**src/rtl/cp0_ctrl_if.sv**
```systemverilog
// cp0_ctrl_if: commit-stage <-> CP0 signal bundle (mtc0/mfc0, exception flags, redirect, register taps)
interface cp0_ctrl_if #(parameter int NUM_HW_INT = 6);
    logic                  w_en_i;
    logic [4:0]            w_addr_i;
    logic [31:0]           data_i;
    logic [4:0]            r_addr_i;
    logic [31:0]           data_o;
    logic [NUM_HW_INT-1:0] hw_int_i;
    logic                  commit_valid_i;
    logic [7:0]            exc_i;
    logic [31:0]           badvaddr_i;
    logic [31:0]           current_inst_addr_i;
    logic                  is_in_delay_slot;
    logic                  exc_taken_o;
    logic [31:0]           exc_pc_o;
    logic [31:0]           status_o;
    logic [31:0]           cause_o;
    logic [31:0]           epc_o;
    logic                  time_int_o;
    modport master (
        output w_en_i, w_addr_i, data_i, r_addr_i, hw_int_i, commit_valid_i, exc_i,
               badvaddr_i, current_inst_addr_i, is_in_delay_slot,
        input  data_o, exc_taken_o, exc_pc_o, status_o, cause_o, epc_o, time_int_o
    );
    modport slave (
        input  w_en_i, w_addr_i, data_i, r_addr_i, hw_int_i, commit_valid_i, exc_i,
               badvaddr_i, current_inst_addr_i, is_in_delay_slot,
        output data_o, exc_taken_o, exc_pc_o, status_o, cause_o, epc_o, time_int_o
    );
endinterface

```
**src/rtl/cp0_ctrl.sv**
```systemverilog
// cp0_ctrl: system coprocessor holding BadVAddr/Count/Compare/Status/Cause/EPC/PRId, with prioritised trap redirect
module cp0_ctrl #(
    parameter int          NUM_HW_INT   = 6,
    parameter int          COUNT_DIV    = 1,
    parameter logic [31:0] STATUS_RESET = 32'h1000ff01,
    parameter logic [31:0] STATUS_WMASK = 32'h1000ff03,
    parameter logic [31:0] EXC_VECTOR   = 32'hbfc00380,
    parameter logic [31:0] PRID         = 32'h00018000
) (
    input logic      clk,
    input logic      reset_n,
    cp0_ctrl_if.slave bus
);
    logic [31:0]           badvaddr_q, badvaddr_d, count_q, count_d, compare_q, compare_d;
    logic [31:0]           status_q, status_d, epc_q, epc_d, cause;
    logic [NUM_HW_INT-1:0] ip_hw_q;
    logic [1:0]            ip_sw_q, ip_sw_d;
    logic                  bd_q, bd_d, ti_q, ti_d;
    logic [4:0]            exccode_q, exccode_d, code;
    logic [3:0]            presc_q, presc_d;
    logic [7:0]            ip, ex;
    logic                  irq, exc, eret, taken, wr, wr_count, wr_cmp, wrap, first;
    always_comb begin
        ip        = 8'({ip_hw_q, ip_sw_q}) | {ti_q, 7'b0};
        cause     = {bd_q, ti_q, 14'b0, ip, 1'b0, exccode_q, 2'b0};
        ex        = bus.commit_valid_i ? bus.exc_i : 8'h0;
        irq       = bus.commit_valid_i & status_q[0] & ~status_q[1] & |(ip & status_q[15:8]);
        exc       = irq | |ex[6:0];
        eret      = ~exc & ex[7];
        taken     = exc | eret;
        first     = exc & ~status_q[1];
        code      = irq   ? 5'd0  : ex[0] ? 5'd4 : ex[1] ? 5'd10 : ex[2] ? 5'd12 :
                    ex[3] ? 5'd8  : ex[4] ? 5'd9 : ex[5] ? 5'd4  : 5'd5;
        // a trap or eret in the same cycle squashes the mtc0
        wr        = bus.w_en_i & ~taken;
        wr_count  = wr && bus.w_addr_i == 5'd9;
        wr_cmp    = wr && bus.w_addr_i == 5'd11;
        wrap      = presc_q == 4'(COUNT_DIV - 1);
        presc_d   = (wr_count | wrap) ? 4'd0 : presc_q + 4'd1;
        count_d   = wr_count ? bus.data_i : count_q + {31'b0, wrap};
        compare_d = wr_cmp ? bus.data_i : compare_q;
        ti_d      = ~wr_cmp & (ti_q | (count_d == compare_q && compare_q != 32'd0));
        status_d  = exc  ? status_q | 32'h2 :
                    eret ? status_q & ~32'h2 :
                    (wr && bus.w_addr_i == 5'd12) ? (status_q & ~STATUS_WMASK) | (bus.data_i & STATUS_WMASK) :
                    status_q;
        epc_d     = first ? bus.current_inst_addr_i - (bus.is_in_delay_slot ? 32'd4 : 32'd0) :
                    (wr && bus.w_addr_i == 5'd14) ? bus.data_i : epc_q;
        bd_d      = first ? bus.is_in_delay_slot : bd_q;
        exccode_d = exc ? code : exccode_q;
        ip_sw_d   = (wr && bus.w_addr_i == 5'd13) ? bus.data_i[9:8] : ip_sw_q;
        badvaddr_d = (exc & ~irq & ex[0]) ? bus.current_inst_addr_i :
                     (exc & ~irq & ~|ex[4:0] & |ex[6:5]) ? bus.badvaddr_i : badvaddr_q;
        case (bus.r_addr_i)
            5'd8:    bus.data_o = badvaddr_q;
            5'd9:    bus.data_o = count_q;
            5'd11:   bus.data_o = compare_q;
            5'd12:   bus.data_o = status_q;
            5'd13:   bus.data_o = cause;
            5'd14:   bus.data_o = epc_q;
            5'd15:   bus.data_o = PRID;
            default: bus.data_o = 32'd0;
        endcase
    end
    always_ff @(posedge clk or negedge reset_n)
        if (!reset_n) begin
            badvaddr_q <= '0;
            count_q    <= '0;
            compare_q  <= '0;
            status_q   <= STATUS_RESET;
            epc_q      <= '0;
            ip_hw_q    <= '0;
            ip_sw_q    <= '0;
            bd_q       <= 1'b0;
            ti_q       <= 1'b0;
            exccode_q  <= '0;
            presc_q    <= '0;
        end else begin
            badvaddr_q <= badvaddr_d;
            count_q    <= count_d;
            compare_q  <= compare_d;
            status_q   <= status_d;
            epc_q      <= epc_d;
            ip_hw_q    <= bus.hw_int_i;
            ip_sw_q    <= ip_sw_d;
            bd_q       <= bd_d;
            ti_q       <= ti_d;
            exccode_q  <= exccode_d;
            presc_q    <= presc_d;
        end
    assign bus.exc_taken_o = taken;
    assign bus.exc_pc_o    = eret ? epc_q : EXC_VECTOR;
    assign bus.status_o    = status_q;
    assign bus.cause_o     = cause;
    assign bus.epc_o       = epc_q;
    assign bus.time_int_o  = ti_q;
endmodule
```
**src/flat_wrapper.sv**
```systemverilog
// flat-port wrapper written by rule: the top's interface ports become plain ports
module cp0_ctrl_flat 
#(
    parameter int          NUM_HW_INT   = 6,
    parameter int          COUNT_DIV    = 1,
    parameter logic [31:0] STATUS_RESET = 32'h1000ff01,
    parameter logic [31:0] STATUS_WMASK = 32'h1000ff03,
    parameter logic [31:0] EXC_VECTOR   = 32'hbfc00380,
    parameter logic [31:0] PRID         = 32'h00018000
)
  (clk, reset_n, bus_w_en_i, bus_w_addr_i, bus_data_i, bus_r_addr_i, bus_hw_int_i, bus_commit_valid_i, bus_exc_i, bus_badvaddr_i, bus_current_inst_addr_i, bus_is_in_delay_slot, bus_data_o, bus_exc_taken_o, bus_exc_pc_o, bus_status_o, bus_cause_o, bus_epc_o, bus_time_int_o);
  cp0_ctrl_if #(.NUM_HW_INT(NUM_HW_INT)) bus_i ();
  input logic clk;
  input logic reset_n;
  input wire logic [$bits(bus_i.w_en_i)-1:0] bus_w_en_i;
  input wire logic [$bits(bus_i.w_addr_i)-1:0] bus_w_addr_i;
  input wire logic [$bits(bus_i.data_i)-1:0] bus_data_i;
  input wire logic [$bits(bus_i.r_addr_i)-1:0] bus_r_addr_i;
  input wire logic [$bits(bus_i.hw_int_i)-1:0] bus_hw_int_i;
  input wire logic [$bits(bus_i.commit_valid_i)-1:0] bus_commit_valid_i;
  input wire logic [$bits(bus_i.exc_i)-1:0] bus_exc_i;
  input wire logic [$bits(bus_i.badvaddr_i)-1:0] bus_badvaddr_i;
  input wire logic [$bits(bus_i.current_inst_addr_i)-1:0] bus_current_inst_addr_i;
  input wire logic [$bits(bus_i.is_in_delay_slot)-1:0] bus_is_in_delay_slot;
  output wire logic [$bits(bus_i.data_o)-1:0] bus_data_o;
  output wire logic [$bits(bus_i.exc_taken_o)-1:0] bus_exc_taken_o;
  output wire logic [$bits(bus_i.exc_pc_o)-1:0] bus_exc_pc_o;
  output wire logic [$bits(bus_i.status_o)-1:0] bus_status_o;
  output wire logic [$bits(bus_i.cause_o)-1:0] bus_cause_o;
  output wire logic [$bits(bus_i.epc_o)-1:0] bus_epc_o;
  output wire logic [$bits(bus_i.time_int_o)-1:0] bus_time_int_o;
  assign bus_i.w_en_i = bus_w_en_i;
  assign bus_i.w_addr_i = bus_w_addr_i;
  assign bus_i.data_i = bus_data_i;
  assign bus_i.r_addr_i = bus_r_addr_i;
  assign bus_i.hw_int_i = bus_hw_int_i;
  assign bus_i.commit_valid_i = bus_commit_valid_i;
  assign bus_i.exc_i = bus_exc_i;
  assign bus_i.badvaddr_i = bus_badvaddr_i;
  assign bus_i.current_inst_addr_i = bus_current_inst_addr_i;
  assign bus_i.is_in_delay_slot = bus_is_in_delay_slot;
  assign bus_data_o = bus_i.data_o;
  assign bus_exc_taken_o = bus_i.exc_taken_o;
  assign bus_exc_pc_o = bus_i.exc_pc_o;
  assign bus_status_o = bus_i.status_o;
  assign bus_cause_o = bus_i.cause_o;
  assign bus_epc_o = bus_i.epc_o;
  assign bus_time_int_o = bus_i.time_int_o;
  cp0_ctrl #(.NUM_HW_INT(NUM_HW_INT), .COUNT_DIV(COUNT_DIV), .STATUS_RESET(STATUS_RESET), .STATUS_WMASK(STATUS_WMASK), .EXC_VECTOR(EXC_VECTOR), .PRID(PRID)) u_core (.clk(clk), .reset_n(reset_n), .bus(bus_i));
endmodule
```
**config.mk**
```make
export PLATFORM = sky130hd
export DESIGN_NAME = cp0_ctrl_flat
export DESIGN_NICKNAME = d
export VERILOG_FILES = /design/src/rtl/cp0_ctrl_if.sv /design/src/rtl/cp0_ctrl.sv /design/src/flat_wrapper.sv
export SDC_FILE = /design/constraint.sdc
export NUM_CORES = 1
export LEC_CHECK = 0
export ABC_AREA = 0
export BUFFER_PORTS_ARGS = -buffer_cell sky130_fd_sc_hd__clkbuf_2
export CAP_MARGIN = 20
export CORE_ASPECT_RATIO = 1.25
export CORE_MARGIN = 2
export CORE_UTILIZATION = 42
export DETAILED_ROUTE_END_ITERATION = 6
export PLACE_DENSITY = 0.74
export SLEW_MARGIN = 0
export SYNTH_ARGS = -nofsm -noshare
export SYNTH_HDL_FRONTEND = slang
export SYNTH_SLANG_ARGS = --single-unit
```
**constraint.sdc**
```tcl
create_clock -name clk -period 3.35 [get_ports clk]
set_input_delay 0.5025 -clock clk [delete_from_list [all_inputs] [get_ports clk]]
set_output_delay 0.5025 -clock clk [all_outputs]
set_load 0.005 [all_outputs]
```
# Word level (Yosys, flattened, before mapping)
# Cells that the tools add are included.
[totals]
inputBits = 125
mem_bits_ro = 0
mem_count = 0
elab_cells = 89
ramBits = 0
ff_bits = 179
latchBits = 0
[classes]
n_mux = 20
order_cmp = 0
n_mul = 0
n_shift = 0
eq_ne = 13
div_mod_pow = 0
bitwise_logic = 24
add_sub_neg = 3
n_reduce_logical = 17
[ops]
columns = ["op", "count"]
rows = [
  ["$pmux 32 s7", 1],
  ["$mux 32", 6],
  ["$eq 5x4->1 const B", 12],
  ["$add 32x1->32", 1],
  ["$eq 32x32->1", 1],
  ["$or 32x29->32", 1],
  ["$reduce_bool 32->1", 1],
  ["$sub 32x32->32", 1],
  ["$mux 5", 6],
  ["$and 1x1->1", 11],
  ["$and 8x8->8", 1],
  ["$mux 8", 1],
  ["$or 8x8->8", 1],
  ["$reduce_or 8->1", 1],
  ["$reduce_or 7->1", 1],
  ["$logic_and 1x1->1", 6],
  ["$mux 2", 3],
  ["$not 1->1", 6],
  ["$reduce_or 5->1", 1],
  ["$add 4x1->4 const B", 1],
  ["$logic_not 4->1", 1],
  ["$mux 4", 1],
  ["$or 1x1->1", 4],
  ["$reduce_bool 2->1", 2],
  ["6 further kinds", 6],
]

# Logic depth before layout (Yosys ltp)
# Gate-level depths: netlist (run 1).
[logic_depth]
depth_word = 16
ltp_mapped = 13
ltp_nobuf = 13

# Worst setup path before layout (run 1)
# No wires, ideal clock.
[synth_timing]
path_type = "register to register"
start = "register u_core.presc_q[0]"
end = "register u_core.ti_q (netlist: u_core.bus.time_int_o)"
arrival_time_ns = 3.332
setup_time_ns = 0.095
setup_slack_ns = -0.077
period_less_slack_ns = 3.427
n_path_buf = 0
stages_incl_launch_ff = 14
required_ns = 3.255
cell_sequence = "dfrtp_1 inv_1 ha_1 nor3b_1 ha_1 ha_1 and4_1 nand3_1 xor2_1 mux2_2 xnor2_1 a2111oi_0 or4b_1 o31ai_1"
[synth_via]
elab_chain_len = 7
[synth_lines]
columns = ["element", "line", "text"]
rows = [
  ["start, declared", "cp0_ctrl.sv:20", "logic [3:0] presc_q, presc_d;"],
  ["start signal, assigned", "cp0_ctrl.sv:89", "presc_q <= presc_d;"],
  ["$logic_not 4->1", "cp0_ctrl.sv:38", "wrap = presc_q == 4'(COUNT_DIV - 1);"],
  ["$add 32x1->32", "cp0_ctrl.sv:40", "count_d = wr_count ? bus.data_i : count_q + {31'b0, wrap};"],
  ["$mux 32", "cp0_ctrl.sv:40", ""],
  ["$eq 32x32->1", "cp0_ctrl.sv:42", "ti_d = ~wr_cmp & (ti_q | (count_d == compare_q && compare_q != 32'd0));"],
  ["$logic_and 1x1->1", "cp0_ctrl.sv:42", ""],
  ["$or 1x1->1", "cp0_ctrl.sv:42", ""],
  ["$and 1x1->1", "cp0_ctrl.sv:42", ""],
  ["named net u_core.ti_d", "cp0_ctrl.sv:18", "logic bd_q, bd_d, ti_q, ti_d;"],
  ["end signal, assigned", "cp0_ctrl.sv:87", "ti_q <= ti_d;"],
  ["end, declared", "cp0_ctrl.sv:18", ""],
]
# The timed path passes the listed nets, and every way through them passes these cells.
# A chain may end at the register's enable or synchronous reset.

# Worst setup path in the final report (run 1)
# Ends and elaborated chain as after synthesis.

==> results of run 1 <==
## sequential cells by signal (all words and copies together), names as in the netlist
signal,count
u_core.bus.status_o,11
u_core.exccode_q,4
u_core.bus.time_int_o,1
u_core.ip_hw_q,6
u_core.ip_sw_q,2
u_core.compare_q,32
u_core.count_q,32
u_core.bd_q,1
u_core.bus.epc_o,32
u_core.badvaddr_q,32
u_core.presc_q,4
## cells in the final DEF (no fill, tap or decap), drive strengths merged, types with 30 or more instances in the layout
| cell type | n |
|---|---|
| nand3 | 30 |
| buf | 100 |
| a22oi | 50 |
| conb | 39 |
| a21oi | 58 |
| xnor2 | 43 |
| nand2 | 84 |
| nor2 | 111 |
| inv | 44 |
| mux2i | 35 |
| dfrtp | 147 |
| o21ai | 49 |
| mux2 | 54 |
| clkbuf | 263 |
## metal layers
| metal | vias up | part of all wire [%] | routed length, um | track usage (%) |
|---|---|---|---|---|
| met5 | - | 0 | 0 | 0 |
| met4 | 0 | 4.6 | 1872 | 14.96 |
| met3 | 125 | 9.0 | 3668 | 4.828 |
| met2 | 696 | 48 | 19340 | 51.97 |
| met1 | 4992 | 39 | 15750 | 42.59 |
| li1 | 4542 | - | - | - |
## what timing repair did
| action | 4_1_cts | 5_1_grt |
|---|---|---|
| pin swaps | 7 | 16 |
| resized for setup | 8 | 22 |
| buffers inserted | 0 | 6 |
| endpoints found under the setup margin | 1 | 1 |
## final cells by class
| cell class | instances | area (um2) | share of cell area, % |
|---|---|---|---|
| inverters | 36 | 135.1 | 1.059 |
| multi-input cells | 846 | 5659 | 44.36 |
| repair buffers | 346 | 2031 | 15.92 |
| clock inverters | 15 | 200.2 | 1.569 |
| clock buffers | 17 | 425.4 | 3.335 |
| well taps | 292 | 365.4 | 2.864 |
| flip-flops and latches | 157 | 3941 | 30.89 |
## path summary, 6_finish.rpt
path,from,endpoint,slack (ns),cells after the start
setup / recovery,u_core.presc_q[0]$_DFF_PN0_,u_core.bus.time_int_o$_DFF_PN0_,-0.03,14
hold / removal,reset_n,u_core.compare_q[30]$_DFFE_PN0P_,0.13,1
setup reg to reg,u_core.presc_q[0]$_DFF_PN0_,u_core.bus.time_int_o$_DFF_PN0_,-0.03,14
hold reg to reg,u_core.bus.status_o[10]$_DFFE_PN1P_,u_core.bus.status_o[10]$_DFFE_PN1P_,0.53,2
max in group asynchronous,reset_n,u_core.bus.status_o[15]$_DFFE_PN1P_,2.29,2
min in group clk,bus_hw_int_i[0],u_core.ip_hw_q[0]$_DFF_PN0_,0.17,1
## cell usage after synthesis, drive strengths merged (5+ instances only)
master and count:
ha 6, a222oi 15, and2 23, a22oi 50, nor2b 8, inv 36
nor3 26, a211oi 5, and4 12, or3 6, nand3 30, xnor2 43
or4 8, nand2b 20, clkbuf 50, nand2 84, xor2 27, nor3b 6
a221o 5, buf 55, dfrtp 147, and3 5, mux2i 35, nand4 20
nor4 27, nor2 111, o21ai 49, a31oi 8, dfstp 10, mux2 54
o22ai 12, a21oi 58, nand3b 7
## power groups by stage
stage | sequential [W] | combinational, W | clock (W)
after detailed placement | 0.00273 | 0.00197 | 0
after CTS | 0.00271 | 0.00200 | 0.00209
after global placement | 0.00272 | 0.00195 | 0
after floorplan | 0.00256 | 0.00110 | 0
final | 0.00273 | 0.00213 | 0.00207
after global routing | 0.00276 | 0.00229 | 0.00217
## logic make-up (layout without fill, tap and decap cells)
| kind of cell | count (synthesis) | count (layout) | synth area share, % |
|---|---|---|---|
| AO/OA/AOI/OAI | 239 | 239 | 16.26 |
| XOR/XNOR | 71 | 71 | 6.357 |
| adder cells (fa/ha/maj) | 6 | 6 | 0.7508 |
| buffers and inverters | 141 | 414 | 7.095 |
| flip-flops | 157 | 157 | 39.42 |
| multiplexers | 89 | 89 | 9.623 |
| other | 1 | 39 | 0.03751 |
| AND/OR/NAND/NOR | 402 | 402 | 20.46 |
## critical path, stage by stage, from the launching register on
cell and delay [ns]:
dfrtp_1 0.38, inv_1 0.06, ha_2 0.15, nor3b_4 0.21, ha_2 0.24, ha_4 0.15
nand4_1 0.12, buf_4 0.19, or4_4 0.51, or3_4 0.39, nand3_2 0.09, a31oi_1 0.08
nor4b_1 0.30, nand4_1 0.18, o31ai_1 0.24
## per-stage QoR
| step | power [W] | area, um2 |
|---|---|---|
| global route | 0.007221 | 12760 |
| CTS | 0.006800 | 12590 |
| finish | 0.006931 | 12760 |
| floorplan | 0.003666 | 10150 |
| global placement | 0.004679 | 11930 |
| detailed placement | 0.004697 | 11930 |
==> impl_metrics.env, run 1 <==
export IMPL_final_nets=1535
export IMPL_relSlewSlack_pct=45.96
export IMPL_ant_nets=0
export IMPL_cts_made_buffers=17
export IMPL_crit_required_ns=3.69
export IMPL_tightestPinTransition_ns=0.8106
export IMPL_holdBufCountCts=0
export IMPL_drtIter0Drc=1262
export IMPL_violations="negative setup slack"
export IMPL_grt_ovfl_total=0
export IMPL_ir_drop_uv=362.0
export IMPL_syn_area_per_cell_um2=9.040
export IMPL_io_buffers=247
export IMPL_clock_latency_ns=0.44
export IMPL_post_route_period_util_pct=100.9
export IMPL_pwr_share_comb_pct=30.7
export IMPL_clock_sinks=157
export IMPL_dp_cells=1670
export IMPL_grt_max_degree=78
export IMPL_hpwlAfterDp_um=31380
export IMPL_die_w_um=142
export IMPL_coreArea_mm2=0.02357
export IMPL_start_util_pct=42.42
export IMPL_dieArea_mm2=0.02506
export IMPL_syn_area_mm2=0.009998
export IMPL_cts_tree="yes"
export IMPL_post_drt_wl_per_cell_um=23.78
export IMPL_pwr_share_seq_pct=39.4
export IMPL_synth_top_area_share_pct=36.79
export IMPL_yosysUniqueCellTypes=66
export IMPL_finalWorstSetupSlack_ns=-0.03134
export IMPL_endpoint_kind="flop"
export IMPL_synth_edf_count=0
export IMPL_hold_path_class="primary input to asynchronous set/reset pin"
export IMPL_period_minus_slack_ns=3.381
export IMPL_cp_start_kind="flop"
export IMPL_powerDensity_mw_per_mm2=543.3
export IMPL_fmax_mhz=295.7
export IMPL_grt_pass1_vias=9752
export IMPL_grt_use_total_pct=32.19
export IMPL_dp_slack_ns=-0.1689
export IMPL_stdcell_count=1709
export IMPL_fin_util_pct=54.13
export IMPL_async_flop_share_pct=100.0
export IMPL_synth_flop_cell="dfrtp_1"
export IMPL_root_buffer="clkbuf_16"
export IMPL_clk_pin_slew_ns=0.07
export IMPL_nFillCells=2144
export IMPL_skew_ns=0.01331
export IMPL_hold_viol_final=0
export IMPL_gp_congestion=0.9744
export IMPL_p_int_w=0.004392
export IMPL_setup_viol=1
export IMPL_status="complete, but fails checks"
export IMPL_ys_top_cells_by_area="dfrtp_1, mux2_2, nor2_1, xnor2_1, a22oi_1"
export IMPL_num_vias=10355
export IMPL_clkPwrFrac_pct=29.9
export IMPL_maxCapViolCount=0
export IMPL_setup_tns_ns=-0.03134
export IMPL_grt_pass1_wl_um=60180
export IMPL_worstSetupPathType="flop to flop"
export IMPL_final_layout_size_suffix_gt1_share_pct=34.09
export IMPL_diodes=0
export IMPL_rsz0062_at_grt="true"
export IMPL_syn_instance_count=1106
export IMPL_fin_hold_ws_ns=0.1300
export IMPL_yosysTopAreaCell="dfrtp_1"
export IMPL_worstPathArrival_ns=3.72
export IMPL_crit_path_max_fanout=3
export IMPL_p_sw_share_pct=36.64
export IMPL_rows=63
export IMPL_antenna_found_initial=0
export IMPL_ys_seq_area_share_pct=39.42
export IMPL_wl_um=40640
export IMPL_cts_buffer_depth=2
export IMPL_p_switching_w=0.002540
export IMPL_cts_max_level=4
export IMPL_io_pins=287
export IMPL_die_height_um=176.5
export IMPL_first_pass_iters=6
export IMPL_drc=0
export IMPL_ys_warn_count=0
export IMPL_vias_per_cell=6.059
export IMPL_synth_seq_cells=157
export IMPL_area_growth_syn_to_layout_pct=27.59
export IMPL_drv_slew=0
export IMPL_leakagePower_nw=5.850
Note: power is estimated with default switching activity, not from simulation.
==> run 2: changes to the inputs <==
--- a/config.mk
+++ b/config.mk
@@ -13,6 +13,7 @@
 export CORE_UTILIZATION = 42
 export DETAILED_ROUTE_END_ITERATION = 6
 export PLACE_DENSITY = 0.74
+export SETUP_SLACK_MARGIN = 0.15
 export SLEW_MARGIN = 0
 export SYNTH_ARGS = -nofsm -noshare
 export SYNTH_HDL_FRONTEND = slang
==> run 2 against run 1 <==
The flow finishes with violations (design-rule violations). Critical path type unchanged. Non-clock buffer count fell by 8. Count of clock-buffer cells in the layout did not move. Sequential power hardly changed. Final cell count down 0.47%. Flip-flop and latch count stayed put. Critical endpoint unchanged. Utilization barely moved. Maximum frequency grew 2.2%.
==> impl_metrics.env, run 2 (synthesis results as in run 1) <==
export IMPL_post_drt_wl_per_cell_um=24.37
export IMPL_tightestPinTransition_ns=0.7979
export IMPL_final_layout_size_suffix_gt1_share_pct=34.35
export IMPL_drc=9
export IMPL_holdBufCountCts=0
export IMPL_die_height_um=176.5
export IMPL_hold_viol_final=0
export IMPL_grt_use_total_pct=33.04
export IMPL_cpPeakStageDelay_ns=0.56
export IMPL_endpoint_kind="flop"
export IMPL_drtIter0Drc=1214
export IMPL_ant_nets=0
export IMPL_setup_viol=0
export IMPL_relSlewSlack_pct=46.81
export IMPL_register_area_mm2=0.003941
export IMPL_multi_input_comb_area_mm2=0.005733
export IMPL_dieArea_mm2=0.02506
export IMPL_leakagePower_nw=5.822
export IMPL_cp_cell_sequence="inv_1 > ha_1 > nor3b_4 > ha_2 > buf_4 > nand3_1 > buf_6 > nor4_4 > xor2_1 > mux2_4 > a221oi_2 > nand4_1 > or4b_1 > o31ai_2"
export IMPL_grt_pass1_wl_um=61250
export IMPL_final_common_cell="clkbuf_2"
export IMPL_drv_slew=0
export IMPL_fin_util_pct=54.16
export IMPL_hold_path_class="primary input to asynchronous set/reset pin"
export IMPL_cp_start_kind="flop"
export IMPL_fin_area_mm2=0.01276
export IMPL_grt_ovfl_total=0
export IMPL_vias_per_cell=6.044
export IMPL_first_pass_iters=7
export IMPL_num_vias=10280
export IMPL_worstSetupPathType="flop to flop"
export IMPL_final_cell_mix="clkbuf_2, dfrtp_1, nor2_1"
export IMPL_hpwlAfterDp_um=31800
export IMPL_diodes=0
export IMPL_antenna_found_initial=0
export IMPL_skew_ns=0.007303
export IMPL_setup_tns_ns=0
export IMPL_ir_drop_uv=451.8
export IMPL_fmax_mhz=302.1
export IMPL_period_minus_slack_ns=3.310
export IMPL_post_route_period_util_pct=98.80
export IMPL_grt_pass1_vias=9791
export IMPL_critPathSlowestCell="or4b_1"
export IMPL_final_nets=1527
export IMPL_gp_congestion=1.041
export IMPL_root_buffer="clkbuf_16"
export IMPL_cts_made_buffers=17
export IMPL_stdcell_count=1701
export IMPL_start_util_pct=42.42
export IMPL_rows=63
export IMPL_cts_buffer_depth=2
export IMPL_crit_path_max_fanout=6
export IMPL_io_pins=287
export IMPL_crit_required_ns=3.71
export IMPL_clk_pin_slew_ns=0.07
export IMPL_finalWorstSetupSlack_ns=0.04014
export IMPL_clock_sinks=157
export IMPL_die_w_um=142
export IMPL_coreArea_mm2=0.02357
export IMPL_rsz0062_at_grt="true"
export IMPL_clock_latency_ns=0.45
export IMPL_grt_max_degree=84
export IMPL_cts_tree="yes"
export IMPL_dp_slack_ns=-0.2280
export IMPL_io_buffers=247
export IMPL_post_dp_cell_area_mm2=0.01194
export IMPL_violations="design-rule violations"
export IMPL_path_buf_inv=3
export IMPL_wl_um=41460
export IMPL_maxCapViolCount=0
export IMPL_powerDensity_mw_per_mm2=527.8
export IMPL_cts_max_level=4
export IMPL_status="complete, but fails checks"
export IMPL_dp_cells=1666
export IMPL_nFillCells=2128
export IMPL_area_growth_syn_to_layout_pct=27.67
export IMPL_crit_family="simple AND/OR/NAND/NOR gates"
export IMPL_worstPathArrival_ns=3.67
==> run 2: path summary, 6_finish.rpt <==
path / startpoint / to / slack, ns / depth (start not counted)
max: u_core.presc_q[0]$_DFF_PN0_ / u_core.bus.time_int_o$_DFF_PN0_ / 0.04 / 14
min: reset_n / u_core.ip_hw_q[0]$_DFF_PN0_ / 0.09 / 1
max reg2reg: u_core.presc_q[0]$_DFF_PN0_ / u_core.bus.time_int_o$_DFF_PN0_ / 0.04 / 14
min reg2reg: u_core.badvaddr_q[4]$_DFFE_PN0P_ / u_core.badvaddr_q[4]$_DFFE_PN0P_ / 0.54 / 2
max in group asynchronous: reset_n / u_core.compare_q[26]$_DFFE_PN0P_ / 2.35 / 2
min in group clk: bus_hw_int_i[0] / u_core.ip_hw_q[0]$_DFF_PN0_ / 0.15 / 1
==> run 2: layout make-up <==
cell class,instances,share of cell area [%]
clock buffers,17,3.333
clock inverters,15,1.196
inverters,36,1.059
multi-input cells,846,44.91
flip-flops and latches,157,30.88
well taps,292,2.862
repair buffers,338,15.76
==> run 2: what timing repair did <==
action	in CTS	in global routing
endpoints found under the hold margin	0	0
setup buffers	2	0
pin swaps	14	2
endpoints found under the setup margin	2	19
gates cloned	1	0
gates resized for setup	34	6
==> run 2: metrics by stage <==
| step | hold WS [ns] | power, W |
|---|---|---|
| 5_1_grt | 0.1458 | 0.007022 |
| 4_1_cts | 0.1272 | 0.006683 |
| 3_3_place_gp | 0.5107 | 0.004646 |
| 2_1_floorplan | 0.2069 | 0.003684 |
| 6_report | 0.09436 | 0.006738 |
| 3_5_place_dp | 0.5243 | 0.004659 |
==> run 2: metal layers <==
| metal | global-route usage, % | vias up | share of wire (%) |
|---|---|---|---|
| met1 | 42.13 | 4928 | 38 |
| met5 | 0 | - | 0 |
| li1 | - | 4517 | - |
| met2 | 52.80 | 688 | 47 |
| met4 | 17.83 | 0 | 5.7 |
| met3 | 6.509 | 147 | 8.8 |
==> run 2: where the power goes <==
group | internal (W) | leakage [nW] | switching, W
registers | 0.00225 | 1.83 | 0.000510
logic | 0.000933 | 3.71 | 0.00110
clock network | 0.000992 | 0.280 | 0.000953
==> run 3: changes to the inputs <==
--- a/config.mk
+++ b/config.mk
@@ -5,9 +5,9 @@
 export SDC_FILE = /design/constraint.sdc
 export NUM_CORES = 1
 export LEC_CHECK = 0
-export ABC_AREA = 0
+export ABC_AREA = 1
 export BUFFER_PORTS_ARGS = -buffer_cell sky130_fd_sc_hd__clkbuf_2
-export CAP_MARGIN = 20
+export CAP_MARGIN = 5
 export CORE_ASPECT_RATIO = 1.25
 export CORE_MARGIN = 2
 export CORE_UTILIZATION = 42
==> run 3 against run 2 <==
The run now ends clean. Register-to-register slack improved by 0.39 ns. First-iteration DRC count increased by 4.8%. Die area increased by 2.6%. Hold slack got worse by 0.011 ns. Count of clock-buffer cells in the layout increased by 5. Clock power about the same. Largest power group unchanged. Largest cell class unchanged. Synthesized cell count increased by 31%. Clock skew increased by 0.0042 ns.
==> impl_metrics.env, run 3 <==
export IMPL_synth_mux_area_share_pct=0.3292
export IMPL_final_cell_mix="nand2_1, clkbuf_2, inv_1"
export IMPL_synthXorXnorAreaFrac_pct=2.902
export IMPL_synth_top_family_by_area="simple AND/OR/NAND/NOR gates"
export IMPL_tightestPinTransition_ns=0.6939
export IMPL_grt_ovfl_total=0
export IMPL_critPathSlowestCell="dfrtp_2"
export IMPL_holdBufCountCts=0
export IMPL_skew_ns=0.01152
export IMPL_cpPeakStageDelay_ns=0.49
export IMPL_drtIter0Drc=1272
export IMPL_drv_slew=0
export IMPL_grt_pass1_wl_um=60960
export IMPL_clk_pin_slew_ns=0.06
export IMPL_num_vias=11107
export IMPL_post_dp_cell_area_mm2=0.01175
export IMPL_period_minus_slack_ns=3.055
export IMPL_finalPower_w=0.006301
export IMPL_io_pins=287
export IMPL_crit_top_cell="nor2_1"
export IMPL_drc=0
export IMPL_grt_max_degree=72
export IMPL_ir_drop_uv=407.7
export IMPL_post_route_period_util_pct=91.20
export IMPL_die_height_um=178.8
export IMPL_hpwlAfterDp_um=32170
export IMPL_ys_warn_count=0
export IMPL_first_pass_iters=7
export IMPL_cts_buffer_depth=2
export IMPL_die_w_um=143.8
export IMPL_area_growth_syn_to_layout_pct=21.47
export IMPL_grt_pass1_vias=10852
export IMPL_synth_seq_cells=157
export IMPL_synth_common_cells="nand2_1, inv_1, nor2_1"
export IMPL_post_drt_wl_per_cell_um=19.74
export IMPL_maxCapViolCount=0
export IMPL_clock_sinks=157
export IMPL_syn_area_per_cell_um2=7.058
export IMPL_cts_made_buffers=17
export IMPL_relSlewSlack_pct=53.74
export IMPL_async_flop_share_pct=100.0
export IMPL_leakagePower_nw=6.394
export IMPL_gp_congestion=1.040
export IMPL_synth_compound_area_share_pct=17.06
export IMPL_path_buf_inv=3
export IMPL_grt_use_total_pct=31.42
export IMPL_final_common_cell="nand2_1"
export IMPL_start_util_pct=42.97
export IMPL_root_buffer="clkbuf_16"
export IMPL_synth_flop_cell="dfrtp_1"
export IMPL_fmax_mhz=327.3
export IMPL_diodes=0
export IMPL_coreArea_mm2=0.02388
export IMPL_ys_top_cells_by_area="dfrtp_1, nand2_1, inv_1, nor2_1, o21ai_0"
export IMPL_yosysTopAreaCell="dfrtp_1"
export IMPL_hold_viol_final=0
export IMPL_syn_area_mm2=0.01026
export IMPL_setup_tns_ns=0
export IMPL_clock_latency_ns=0.43
export IMPL_synth_top_area_share_pct=35.84
export IMPL_worstPathArrival_ns=2.55
export IMPL_endpoint_kind="output port"
export IMPL_fin_hold_ws_ns=0.08368
export IMPL_ant_nets=0
export IMPL_crit_required_ns=2.85
export IMPL_worstRegToRegCells=22
export IMPL_rows=63
export IMPL_cp_start_kind="flop"
export IMPL_cp_cell_sequence="nor2_1 > nor2_1 > nor2_1 > nand2_1 > nand2_4 > nand2_2 > nor2_2 > clkinvlp_4 > buf_12 > or2_2 > clkbuf_2"
export IMPL_ys_seq_area_share_pct=38.41
export IMPL_synth_edf_count=0
export IMPL_hold_path_class="primary input to asynchronous set/reset pin"
export IMPL_antenna_found_initial=0
export IMPL_synth_adder_area_share_pct=0.7315
export IMPL_powerDensity_mw_per_mm2=505.5
export IMPL_syn_instance_count=1454
export IMPL_rsz0062_at_grt="true"
export IMPL_final_layout_size_suffix_gt1_share_pct=22.24
export IMPL_setup_viol=0
export IMPL_crit_path_max_fanout=8
export IMPL_io_buffers=247
export IMPL_path_depth=11
export IMPL_nFillCells=2369
export IMPL_synthSimpleGateAreaFrac_pct=26.09
export IMPL_yosysUniqueCellTypes=51
export IMPL_fin_area_mm2=0.01247
export IMPL_yosys_cell_count_top_type="nand2_1"
export IMPL_vias_per_cell=5.461
export IMPL_wl_um=40150
export IMPL_worstSetupPathType="flop to output port"
export IMPL_dieArea_mm2=0.02571
export IMPL_cts_max_level=4
export IMPL_cts_tree="yes"
export IMPL_crit_family="simple AND/OR/NAND/NOR gates"
export IMPL_status="finished clean"
export IMPL_final_nets=1827
==> run 3: metrics by stage <==
stage / setup WS [ns] / util (%) / cells
3_3_place_gp: 0.3084 / 49.20 / 1998
2_1_floorplan: 0.7918 / - / 1492
4_1_cts: 0.1961 / 51.85 / 2033
3_5_place_dp: 0.1950 / 49.20 / 1998
5_1_grt: 0.1462 / 52.19 / 2034
6_report: 0.2949 / 52.19 / 2034
==> run 3: where the power goes <==
group	internal, W	switching [W]
Sequential	0.00225	0.000336
Clock	0.00115	0.000807
Combinational	0.000642	0.00111
==> run 3: layout make-up <==
class / instances / area (um2) / area share [%]
flip-flops and latches: 157 / 3943 / 31.63
inverters: 242 / 912.1 / 7.317
clock inverters: 10 / 113.9 / 0.9134
multi-input cells: 999 / 5084 / 40.78
well taps: 325 / 406.6 / 3.262
repair buffers: 279 / 1533 / 12.30
clock buffers: 22 / 474.2 / 3.804
==> run 3: worst paths after layout <==
| kind | end | from | slack [ns] |
|---|---|---|---|
| max | bus_exc_pc_o[26] | u_core.bus.time_int_o$_DFF_PN0_ | 0.29 |
| min | u_core.bus.epc_o[3]$_DFFE_PN0P_ | reset_n | 0.08 |
| max reg2reg | u_core.bus.time_int_o$_DFF_PN0_ | u_core.presc_q[0]$_DFF_PN0_ | 0.43 |
| min reg2reg | u_core.presc_q[0]$_DFF_PN0_ | u_core.presc_q[0]$_DFF_PN0_ | 0.49 |
| max in group asynchronous | u_core.bus.status_o[0]$_DFFE_PN1P_ | reset_n | 2.39 |
| min in group clk | u_core.ip_hw_q[2]$_DFF_PN0_ | bus_hw_int_i[2] | 0.18 |
==> run 3: repair_timing <==
item                       CTS  global route
setup endpoints to repair   21            20
pin swaps                    0             4
buffers inserted             3             1
resized for setup            3            23
==> run 3: cell families after synthesis <==
| family | count (synthesis) |
|---|---|
| AND/OR/NAND/NOR | 636 |
| buffers and inverters | 336 |
| AO/OA/AOI/OAI | 281 |
| flip-flops | 157 |
| XOR/XNOR | 34 |
| adder cells (fa/ha/maj) | 6 |
| multiplexers | 3 |
| other | 1 |
==> run 3: per-layer routing <==
metal  share of wire (%)  GRT usage, %  vias to the layer above
li1                    -             -                     5111
met1                  39         40.85                     5244
met2                  48         51.15                      648
met3                 8.9         5.636                      104
met4                 4.7         13.97                        0
met5                   0             0                        -
==> run 3: worst reg2reg max path: stages, from the launching register on <==
cell and delay [ns]:
dfrtp_1 0.41, inv_1 0.07, ha_1 0.13, nor3b_4 0.20, ha_2 0.21, ha_2 0.19, nand2_2 0.07, nor2_2 0.11
nand2_1 0.08, nor2_1 0.21, nand2_1 0.12, xor2_1 0.16, nand2_1 0.07, nand2_1 0.07, inv_1 0.07, nand2_1 0.05
nand2_1 0.05, nand2_1 0.05, nor2_1 0.16, nand2_1 0.08, nor2_1 0.10, nand2_1 0.06, a21oi_2 0.11
